## src/rtl/dma_slot_arbiter_if.sv

```systemverilog
// Chip-bus slot arbiter bus bundle: beam position, DMA/CPU requests in,
// slot grant, channel indices and stats readback out.
interface dma_slot_arbiter_if;
  logic        slot_stb;
  logic [7:0]  HCTR;
  logic        dsk_req;
  logic [3:0]  aud_req;
  logic [7:0]  spr_req;
  logic        bpl_en;
  logic [2:0]  bpl_num;
  logic [7:0]  ddfstrt;
  logic [7:0]  ddfstop;
  logic        cop_req;
  logic        blt_req;
  logic        blt_nasty;
  logic        cpu_req;
  logic        vsync_stb;
  logic [2:0]  stat_sel;
  logic [7:0]  gnt;
  logic [2:0]  bpl_plane;
  logic [2:0]  spr_num;
  logic [1:0]  aud_ch;
  logic        cpu_ack;
  logic        PAD_NDBR;
  logic [15:0] stat_cnt;

  // Arbiter side
  modport slave (
    input  slot_stb, HCTR, dsk_req, aud_req, spr_req, bpl_en, bpl_num,
           ddfstrt, ddfstop, cop_req, blt_req, blt_nasty, cpu_req,
           vsync_stb, stat_sel,
    output gnt, bpl_plane, spr_num, aud_ch, cpu_ack, PAD_NDBR, stat_cnt
  );

  // Beam counter / requester side
  modport master (
    output slot_stb, HCTR, dsk_req, aud_req, spr_req, bpl_en, bpl_num,
           ddfstrt, ddfstop, cop_req, blt_req, blt_nasty, cpu_req,
           vsync_stb, stat_sel,
    input  gnt, bpl_plane, spr_num, aud_ch, cpu_ack, PAD_NDBR, stat_cnt
  );
endinterface

```

## src/rtl/dma_slot_arbiter.sv

```systemverilog
// dma_slot_arbiter: picks one chip-bus owner per colour-clock slot
// (refresh, disk, audio, bitplane, sprite, copper, blitter, CPU).
// Optional build macro ARB_STATS_EN adds per-owner granted-slot counters
// readable through stat_cnt; without it stat_cnt is tied to zero.
module dma_slot_arbiter #(
  parameter logic [7:0]  REF_FIRST  = 8'h03,
  parameter logic [7:0]  DSK_FIRST  = 8'h0B,
  parameter logic [7:0]  AUD_FIRST  = 8'h11,
  parameter logic [7:0]  SPR_FIRST  = 8'h19,
  parameter int unsigned CPU_STARVE = 3
) (
  input  logic               PAD_C28M,
  input  logic               PAD_NRST,
  dma_slot_arbiter_if.slave  bus
);

  typedef enum logic [1:0] {
    BPL_IDLE  = 2'd0,
    BPL_FETCH = 2'd1,
    BPL_LAST  = 2'd2
  } bpl_state_e;

  localparam logic [2:0] STARVE_LIM = 3'(CPU_STARVE);

  bpl_state_e bpl_state_q, bpl_state_d;

  logic [7:0] gnt_q, gnt_d;
  logic [2:0] plane_q, plane_d;
  logic [2:0] spr_q, spr_d;
  logic [1:0] aud_q, aud_d;
  logic [2:0] starve_q, starve_d;
  logic       cpu_ack_q;
  logic       ndbr_q;

  logic [7:0] hctr;
  logic [7:0] ref_off, dsk_off, aud_off, spr_off, grp_off;
  logic [2:0] grp_k;
  logic [2:0] k_plane;
  logic [1:0] aud_idx;
  logic [2:0] spr_idx;
  logic       ref_hit, dsk_hit, aud_hit, spr_hit, cop_hit, bpl_hit;
  logic       bpl_abort, bpl_active;

  assign hctr = bus.HCTR;

  // Offsets from each channel's first slot; slots below the first wrap to
  // large values so a single upper-bound compare selects the window.
  assign ref_off = hctr - REF_FIRST;
  assign dsk_off = hctr - DSK_FIRST;
  assign aud_off = hctr - AUD_FIRST;
  assign spr_off = hctr - SPR_FIRST;
  assign grp_off = hctr - bus.ddfstrt;
  assign grp_k   = grp_off[2:0];

  assign aud_idx = aud_off[2:1];
  assign spr_idx = spr_off[4:2];

  assign ref_hit = (ref_off <= 8'd6) && !ref_off[0];
  assign dsk_hit = (dsk_off <= 8'd4) && !dsk_off[0] && bus.dsk_req;
  assign aud_hit = (aud_off <= 8'd6) && !aud_off[0] && bus.aud_req[aud_idx];
  assign spr_hit = (spr_off <= 8'd30) && !spr_off[0] && bus.spr_req[spr_idx];
  assign cop_hit = !hctr[0] && bus.cop_req;

  // Plane fetched at each position of an 8-slot fetch group (0 = no fetch)
  always_comb begin
    k_plane = 3'd0;
    case (grp_k)
      3'd1:    k_plane = 3'd4;
      3'd2:    k_plane = 3'd6;
      3'd3:    k_plane = 3'd2;
      3'd5:    k_plane = 3'd3;
      3'd6:    k_plane = 3'd5;
      3'd7:    k_plane = 3'd1;
      default: k_plane = 3'd0;
    endcase
  end

  assign bpl_abort = (hctr == 8'd0) || !bus.bpl_en;

  // Bitplane fetch window: next state and whether this slot is inside it.
  // The start slot itself opens the first group, so a stop at or before the
  // start goes straight to the last group.
  always_comb begin
    bpl_state_d = bpl_state_q;
    bpl_active  = 1'b0;
    if (bpl_abort) begin
      bpl_state_d = BPL_IDLE;
    end else begin
      case (bpl_state_q)
        BPL_IDLE: begin
          if (hctr == bus.ddfstrt) begin
            bpl_active  = 1'b1;
            bpl_state_d = (hctr >= bus.ddfstop) ? BPL_LAST : BPL_FETCH;
          end
        end
        BPL_FETCH: begin
          bpl_active = 1'b1;
          if ((grp_k == 3'd0) && (hctr >= bus.ddfstop)) begin
            bpl_state_d = BPL_LAST;
          end
        end
        BPL_LAST: begin
          bpl_active = 1'b1;
          if (grp_k == 3'd7) begin
            bpl_state_d = BPL_IDLE;
          end
        end
        default: bpl_state_d = BPL_IDLE;
      endcase
    end
  end

  assign bpl_hit = bpl_active && (k_plane != 3'd0) && (k_plane <= bus.bpl_num);

  // Fixed-priority slot winner; blitter/CPU share leftover slots with a
  // starvation counter that only moves on slots they actually contest.
  always_comb begin
    gnt_d    = 8'd0;
    plane_d  = 3'd0;
    spr_d    = 3'd0;
    aud_d    = 2'd0;
    starve_d = starve_q;
    if (ref_hit) begin
      gnt_d[0] = 1'b1;
    end else if (dsk_hit) begin
      gnt_d[1] = 1'b1;
    end else if (aud_hit) begin
      gnt_d[2] = 1'b1;
      aud_d    = aud_idx;
    end else if (bpl_hit) begin
      gnt_d[3] = 1'b1;
      plane_d  = k_plane;
    end else if (spr_hit) begin
      gnt_d[4] = 1'b1;
      spr_d    = spr_idx;
    end else if (cop_hit) begin
      gnt_d[5] = 1'b1;
    end else if (bus.blt_req && bus.cpu_req) begin
      if (!bus.blt_nasty && (starve_q == STARVE_LIM)) begin
        gnt_d[7] = 1'b1;
        starve_d = 3'd0;
      end else begin
        gnt_d[6] = 1'b1;
        if (!bus.blt_nasty) begin
          starve_d = starve_q + 3'd1;
        end
      end
    end else if (bus.blt_req) begin
      gnt_d[6] = 1'b1;
    end else if (bus.cpu_req) begin
      gnt_d[7] = 1'b1;
      starve_d = 3'd0;
    end
    if (!bus.cpu_req) begin
      starve_d = 3'd0;
    end
  end

  // Bitplane window state advances once per slot
  always_ff @(posedge PAD_C28M or negedge PAD_NRST) begin
    if (!PAD_NRST) begin
      bpl_state_q <= BPL_IDLE;
    end else if (bus.slot_stb) begin
      bpl_state_q <= bpl_state_d;
    end
  end

  // Slot decision register: winner and indices held for the whole slot
  always_ff @(posedge PAD_C28M or negedge PAD_NRST) begin
    if (!PAD_NRST) begin
      gnt_q    <= 8'd0;
      plane_q  <= 3'd0;
      spr_q    <= 3'd0;
      aud_q    <= 2'd0;
      starve_q <= 3'd0;
      ndbr_q   <= 1'b1;
    end else if (bus.slot_stb) begin
      gnt_q    <= gnt_d;
      plane_q  <= plane_d;
      spr_q    <= spr_d;
      aud_q    <= aud_d;
      starve_q <= starve_d;
      ndbr_q   <= ~|gnt_d[6:0];
    end
  end

  // CPU acknowledge: a single tick, on the tick the CPU grant loads
  always_ff @(posedge PAD_C28M or negedge PAD_NRST) begin
    if (!PAD_NRST) begin
      cpu_ack_q <= 1'b0;
    end else begin
      cpu_ack_q <= bus.slot_stb && gnt_d[7];
    end
  end

  assign bus.gnt       = gnt_q;
  assign bus.bpl_plane = plane_q;
  assign bus.spr_num   = spr_q;
  assign bus.aud_ch    = aud_q;
  assign bus.cpu_ack   = cpu_ack_q;
  assign bus.PAD_NDBR  = ndbr_q;

`ifdef ARB_STATS_EN
  logic [15:0] cnt_all [8];

  // vsync_stb is sampled with slot_stb, like every other input
  generate
    for (genvar gi = 0; gi < 8; gi++) begin : g_stat
      logic [15:0] cnt_q;
      // Saturating granted-slot count for owner gi, restarted each frame
      always_ff @(posedge PAD_C28M or negedge PAD_NRST) begin
        if (!PAD_NRST) begin
          cnt_q <= 16'd0;
        end else if (bus.slot_stb) begin
          if (bus.vsync_stb) begin
            cnt_q <= {15'd0, gnt_d[gi]};
          end else if (gnt_d[gi] && (cnt_q != 16'hFFFF)) begin
            cnt_q <= cnt_q + 16'd1;
          end
        end
      end
      assign cnt_all[gi] = cnt_q;
    end
  endgenerate

  assign bus.stat_cnt = cnt_all[bus.stat_sel];
`else
  logic unused_stats;
  assign unused_stats = ^{bus.vsync_stb, bus.stat_sel};
  assign bus.stat_cnt = 16'd0;
`endif

endmodule

```

## src/flat_wrapper.sv

```systemverilog
// flat-port wrapper written by rule: the top's interface ports become plain ports
module dma_slot_arbiter_flat 
#(
  parameter logic [7:0]  REF_FIRST  = 8'h03,
  parameter logic [7:0]  DSK_FIRST  = 8'h0B,
  parameter logic [7:0]  AUD_FIRST  = 8'h11,
  parameter logic [7:0]  SPR_FIRST  = 8'h19,
  parameter int unsigned CPU_STARVE = 3
)
  (PAD_C28M, PAD_NRST, bus_slot_stb, bus_HCTR, bus_dsk_req, bus_aud_req, bus_spr_req, bus_bpl_en, bus_bpl_num, bus_ddfstrt, bus_ddfstop, bus_cop_req, bus_blt_req, bus_blt_nasty, bus_cpu_req, bus_vsync_stb, bus_stat_sel, bus_gnt, bus_bpl_plane, bus_spr_num, bus_aud_ch, bus_cpu_ack, bus_PAD_NDBR, bus_stat_cnt);
  dma_slot_arbiter_if bus_i ();
  input  logic PAD_C28M;
  input  logic PAD_NRST;
  input wire logic [$bits(bus_i.slot_stb)-1:0] bus_slot_stb;
  input wire logic [$bits(bus_i.HCTR)-1:0] bus_HCTR;
  input wire logic [$bits(bus_i.dsk_req)-1:0] bus_dsk_req;
  input wire logic [$bits(bus_i.aud_req)-1:0] bus_aud_req;
  input wire logic [$bits(bus_i.spr_req)-1:0] bus_spr_req;
  input wire logic [$bits(bus_i.bpl_en)-1:0] bus_bpl_en;
  input wire logic [$bits(bus_i.bpl_num)-1:0] bus_bpl_num;
  input wire logic [$bits(bus_i.ddfstrt)-1:0] bus_ddfstrt;
  input wire logic [$bits(bus_i.ddfstop)-1:0] bus_ddfstop;
  input wire logic [$bits(bus_i.cop_req)-1:0] bus_cop_req;
  input wire logic [$bits(bus_i.blt_req)-1:0] bus_blt_req;
  input wire logic [$bits(bus_i.blt_nasty)-1:0] bus_blt_nasty;
  input wire logic [$bits(bus_i.cpu_req)-1:0] bus_cpu_req;
  input wire logic [$bits(bus_i.vsync_stb)-1:0] bus_vsync_stb;
  input wire logic [$bits(bus_i.stat_sel)-1:0] bus_stat_sel;
  output wire logic [$bits(bus_i.gnt)-1:0] bus_gnt;
  output wire logic [$bits(bus_i.bpl_plane)-1:0] bus_bpl_plane;
  output wire logic [$bits(bus_i.spr_num)-1:0] bus_spr_num;
  output wire logic [$bits(bus_i.aud_ch)-1:0] bus_aud_ch;
  output wire logic [$bits(bus_i.cpu_ack)-1:0] bus_cpu_ack;
  output wire logic [$bits(bus_i.PAD_NDBR)-1:0] bus_PAD_NDBR;
  output wire logic [$bits(bus_i.stat_cnt)-1:0] bus_stat_cnt;
  assign bus_i.slot_stb = bus_slot_stb;
  assign bus_i.HCTR = bus_HCTR;
  assign bus_i.dsk_req = bus_dsk_req;
  assign bus_i.aud_req = bus_aud_req;
  assign bus_i.spr_req = bus_spr_req;
  assign bus_i.bpl_en = bus_bpl_en;
  assign bus_i.bpl_num = bus_bpl_num;
  assign bus_i.ddfstrt = bus_ddfstrt;
  assign bus_i.ddfstop = bus_ddfstop;
  assign bus_i.cop_req = bus_cop_req;
  assign bus_i.blt_req = bus_blt_req;
  assign bus_i.blt_nasty = bus_blt_nasty;
  assign bus_i.cpu_req = bus_cpu_req;
  assign bus_i.vsync_stb = bus_vsync_stb;
  assign bus_i.stat_sel = bus_stat_sel;
  assign bus_gnt = bus_i.gnt;
  assign bus_bpl_plane = bus_i.bpl_plane;
  assign bus_spr_num = bus_i.spr_num;
  assign bus_aud_ch = bus_i.aud_ch;
  assign bus_cpu_ack = bus_i.cpu_ack;
  assign bus_PAD_NDBR = bus_i.PAD_NDBR;
  assign bus_stat_cnt = bus_i.stat_cnt;
  dma_slot_arbiter #(.REF_FIRST(REF_FIRST), .DSK_FIRST(DSK_FIRST), .AUD_FIRST(AUD_FIRST), .SPR_FIRST(SPR_FIRST), .CPU_STARVE(CPU_STARVE)) u_core (.PAD_C28M(PAD_C28M), .PAD_NRST(PAD_NRST), .bus(bus_i));
endmodule
```

## config.mk

```make
export PLATFORM = sky130hd
export DESIGN_NAME = dma_slot_arbiter_flat
export DESIGN_NICKNAME = d
export VERILOG_FILES = /design/src/rtl/dma_slot_arbiter_if.sv /design/src/rtl/dma_slot_arbiter.sv /design/src/flat_wrapper.sv
export SDC_FILE = /design/constraint.sdc
export NUM_CORES = 1
export LEC_CHECK = 0
export CAP_MARGIN = 0
export CORE_AREA = 3 3 81 68
export CTS_CLUSTER_DIAMETER = 40
export DETAILED_ROUTE_END_ITERATION = 12
export DIE_AREA = 0 0 84 71
export HOLD_SLACK_MARGIN = 0.1
export PLACE_DENSITY = 0.86
export SYNTH_ARGS = -nofsm -noshare
export SYNTH_HDL_FRONTEND = slang
export SYNTH_SLANG_ARGS = --single-unit
```

## constraint.sdc

```tcl
create_clock -name PAD_C28M -period 3.2 [get_ports PAD_C28M]
set_input_delay 0.64 -clock PAD_C28M [delete_from_list [all_inputs] [get_ports PAD_C28M]]
set_output_delay 0.64 -clock PAD_C28M [all_outputs]
set_load 0.02 [all_outputs]
```

# Word-level counts from Yosys, hierarchy flattened
# Cells that the tools add are included.
[totals]
ff_bits = 23
wordCells = 129
[classes]
addsub = 6
n_lt_le_gt_ge = 8
eq_ne = 21
mux = 55
n_reduce_logical = 31
[ops]
columns = ["op", "n"]
rows = [
  ["3-bit two-way mux", 21],
  ["8-bit by 3-bit less-or-equal comparator with 1-bit output, second input constant", 3],
  ["2-bit two-way mux", 10],
  ["3-bit case mux with 6 select lines", 1],
  ["8-bit by 5-bit subtractor with 8-bit output, second input constant", 2],
  ["1-bit two-way mux", 15],
  ["1-bit logical AND", 14],
  ["2-bit != test, second input constant", 6],
  ["3-bit by 2-bit equality test with 1-bit output, second input constant", 3],
  ["3-bit equality test, second input constant", 3],
  ["3-bit by 1-bit != test with 1-bit output, second input constant", 3],
  ["9-bit AND reduction", 1],
  ["8-bit equality test", 1],
  ["8-bit greater-or-equal comparator", 1],
  ["8-bit by 5-bit less-or-equal comparator with 1-bit output, second input constant", 1],
  ["1-bit logical NOT", 8],
  ["8-bit logical NOT", 1],
  ["8-bit by 2-bit subtractor with 8-bit output, second input constant", 1],
  ["8-bit by 4-bit subtractor with 8-bit output, second input constant", 1],
  ["7-bit two-way mux", 1],
  ["7-bit OR reduction", 1],
  ["6-bit two-way mux", 1],
  ["2-bit case mux with 3 select lines", 1],
  ["5-bit two-way mux", 1],
  ["other kinds (20)", 20],
]

# Longest topological paths before layout
[logic_depth]
ltp_word = 12
ltp_mapped = 15
mapped_depth_nobuf = 14

# Worst setup path after synthesis
# OpenSTA, ideal clock, no wires.
[synth_path]
path_kind = "input-to-reg"
from = "input port bus_HCTR[0]"
to = "register u_core.starve_q[0]"
arrival_time_ps = 3362
t_required_ps = 3071
path_slack_ps = -291
stages = 15
path_buffers = 1
path_cell_list = "inv_1 ha_1 fa_1 xor3_4 nand2b_1 mux2i_1 ha_1 nor2b_1 o21a_1 o21ai_0 and3_1 buf_6 or4_4 o211ai_1 nand3_1"
[synth_via]
elab_chain_len = 8
elab_cells_between_ends = 50
[synth_rtl]
columns = ["element", "line", "source"]
rows = [
  ["start: declaration", "flat_wrapper.sv:15", "input wire logic [$bits(bus_i.HCTR)-1:0] bus_HCTR;"],
  ["branches (longest 7 deep; another with 8-bit by 4-bit subtractor with 8-bit output)", "-", ""],
  ["9-bit AND reduction (no source line) (*)", "-", ""],
  ["end signal: assignment", "dma_slot_arbiter.sv:182", "starve_q <= starve_d;"],
  ["end: declaration", "dma_slot_arbiter.sv:31", "logic [2:0] starve_q, starve_d;"],
]
# Mark *: on every way between the ends. The select of a mux whose other input is x is not followed.
# A chain may end at the register's enable or synchronous reset.

# Worst setup path after layout
# Ends and elaborated chain as after synthesis.

==> metrics <==
total clock sinks 23; failing checks negative setup slack; DR vias/cell 5.75; remaining antenna violation count after routing 0; core area 4860 sq um; crit path launch type input port; drt first pass iters 4; Synth async-reset ratio 1.00; Yosys cell types 58; vias in the first global route 2391; initial antenna violation count 0; DIE AREA 5960 sq um; min cycle time layout 3.34 ns; DRC Markers 0; # setup viols final 3; Synth Flop Type dfrtp_1; Final period util 1.04; placed wire-length estimate 5150 microns; Crit Path Class input port to register; final hold violations 0; status finished, violations left; FF-to-FF Start u_core.bpl_state_q[0]$_DFFE_PN0P_; Final Cell Area 3510 sq um; reg-to-reg endpoint u_core.starve_q[0]$_DFFE_PN0P_; register area 577 sq um; Port-buffer cells 65; Max VDD drop 0.287 mV; Max-Cap Viols 0; setup TNS -0.253 ns; clk slew on worst S/H paths 0.09 ns; cell area power density 355 nW/um^2; Lkg Pwr 1.61 nW; total global-route track usage 0.224; row count 23; Post-DP Area 3240 sq um; worst setup path endpoint u_core.starve_q[0]$_DFFE_PN0P_; Tot Pwr 1.25 mW; Worst Skew 0.00469 ns; chip width 84 microns; Synth Cell Area 2320 sq um; R2R setup slack 1.00 ns; Clock Path Buffers 2; Final Hold Slack 0.494 ns; worst r2r path cells 7; routed len/inst 17.4 microns; Ant. Diodes 0; routability cong. 0.876; layout cells sized above 1 0.243; Critical path origin bus_HCTR[0]; Fmax 299 MHz; Required @ worst endpoint 3.34 ns; Worst Tran Pin Value 0.531 ns; largest net degree at the start of global routing 24; fin. max-slew vios 0; RSZ-0062 raised after global routing yes; EDFF count, synth 0; final WL 7500 microns; Num CTS Buffers 3; crit path max fanout 4; Seq/Total Area, Yosys 0.249; vias 2482; Post-layout nets 447; gr ovfl total 0; Area Growth Syn to Fin 51.4%; CTS tree yes; first-pass GRT wire length 11000 microns; worst skew pair latency 0.27 ns; HP Start u_core.bus.gnt[7]$_DFFE_PN0P_; Synth Area per Inst 8.85 sq um; Die Y 71 microns; Min-Delay Path Class register to register; Max-slew headroom 0.640; CTS root buffer clkbuf_8; Critical Path End Type register; cts hold-fix bufs 0; I/O pins 86; Ys Warns 0; worst setup margin -0.140 ns; Seq cells post-synth 23; Filler Cell Count 335; DRT iter0 DRCs 180; Gate Count Post-Synth 262; Initial Utilization 0.477; crit path DAT 3.48 ns; H-tree levels 1; Multi-input gate area 1680 sq um
[state kept, by name (all words and copies together), names as in the netlist]
name and flops:
u_core.bus.bpl_plane 3, u_core.bus.PAD_NDBR 1, u_core.starve_q 3, u_core.bus.spr_num 3, u_core.bus.gnt 8, u_core.bus.aud_ch 2, u_core.bus.cpu_ack 1, u_core.bpl_state_q 2
[metrics by stage]
stage | std cells | util | worst slack, ns
6_report | 432 | 0.722 | -0.140
5_1_grt | 432 | 0.722 | -0.164
4_1_cts | 429 | 0.699 | -0.206
3_5_place_dp | 417 | 0.667 | -0.881
3_3_place_gp | 417 | 0.667 | -0.746
2_1_floorplan | 277 | - | -0.269
[final cells by class]
cell class                 count  share of cell area
clock buffer                   3              0.0118
tap                           62              0.0221
multi-input combinational    203               0.477
clock inverter                 1             0.00143
inverter                      24              0.0267
sequential                    23               0.164
timing repair buffer         116               0.297
[cells by family (layout without fill, tap and decap cells)]
kind of cell / count (synthesis) / after routing / share of synthesized area
simple gates: 83 / 83 / 0.204
compound gates: 62 / 62 / 0.210
buf+inv: 51 / 144 / 0.117
fa+ha+maj: 24 / 24 / 0.133
flops: 23 / 23 / 0.249
xor+xnor: 12 / 12 / 0.0534
mux: 6 / 6 / 0.0324
other cells: 1 / 16 / 0.00162
[placed cells by master, fill, tap and decap left out, drive strengths merged, types with 4 or more instances in the layout]
cell,n
a32o,5
conb,16
o21ai,15
inv,22
nand2,24
ha,23
nor4,4
o211ai,5
nand3,6
dfrtp,22
o2bb2ai,6
nand2b,9
xor2,4
nand3b,4
a21oi,6
nor2,13
clkdlybuf4s50,60
buf,53
xnor2,7
[cells in the mapped netlist (3+ instances only)]
master / number / area [sq um]
nand2_1: 24 / 90.1
ha_1: 23 / 288
inv_1: 23 / 86.3
dfrtp_1: 22 / 551
buf_4: 16 / 120
o21ai_0: 15 / 75.1
nor2_1: 13 / 48.8
nand2b_1: 9 / 56.3
xnor2_1: 7 / 61.3
a21oi_1: 6 / 30.0
nand3_1: 6 / 30.0
o2bb2ai_1: 6 / 52.6
a32o_1: 5 / 50.1
clkbuf_1: 5 / 18.8
o211ai_1: 5 / 37.5
buf_2: 4 / 20.0
nand3b_1: 4 / 30.0
xor2_1: 4 / 35.0
a22o_1: 3 / 26.3
mux2i_1: 3 / 30.0
nor2b_1: 3 / 18.8
nor3_1: 3 / 15.0
nor3b_1: 3 / 22.5
nor4_1: 3 / 18.8
o31ai_1: 3 / 22.5
[per-layer routing]
metal	global-route usage	share of wire
met1	0.277	0.40
met2	0.401	0.50
met3	0.0477	0.066
met4	0.0554	0.029
met5	0	0
[repair_timing]
action                     in CTS  in global routing
pin swaps                      13                 15
gates resized for setup        26                 17
buffers inserted                9                  5
setup endpoints to repair      16                 19
[where the power goes]
part	total (mW)	leakage [nW]	switching, mW	internal (mW)
Clock	0.185	0.0255	0.0980	0.0870
Combinational	0.696	1.28	0.345	0.351
Sequential	0.365	0.311	0.0368	0.328
Total	1.25	1.61	0.480	0.766
[worst min-delay path by stage]
stage | to | cells after the start
3_5_place_dp | u_core.bus.gnt[6]$_DFFE_PN0P_ | 1
6_report | u_core.bus.gnt[7]$_DFFE_PN0P_ | 1
4_1_cts | u_core.bus.gnt[7]$_DFFE_PN0P_ | 1
2_1_floorplan | u_core.bpl_state_q[0]$_DFFE_PN0P_ | 0
5_1_grt | u_core.bus.gnt[7]$_DFFE_PN0P_ | 1
3_3_place_gp | u_core.bus.aud_ch[1]$_DFFE_PN0P_ | 1
[worst max-delay path: stages]
cell and delay [ns]:
buf_8 0.08, clkinvlp_4 0.09, ha_4 0.16, fa_2 0.33
xor3_4 0.38, nand2b_4 0.12, mux2i_4 0.08, ha_4 0.28
nor2b_4 0.14, o21a_1 0.14, o21ai_1 0.07, and3_4 0.20
or4_4 0.42, o211ai_1 0.23, nand3_1 0.13
(Power assumes the default switching activity.)
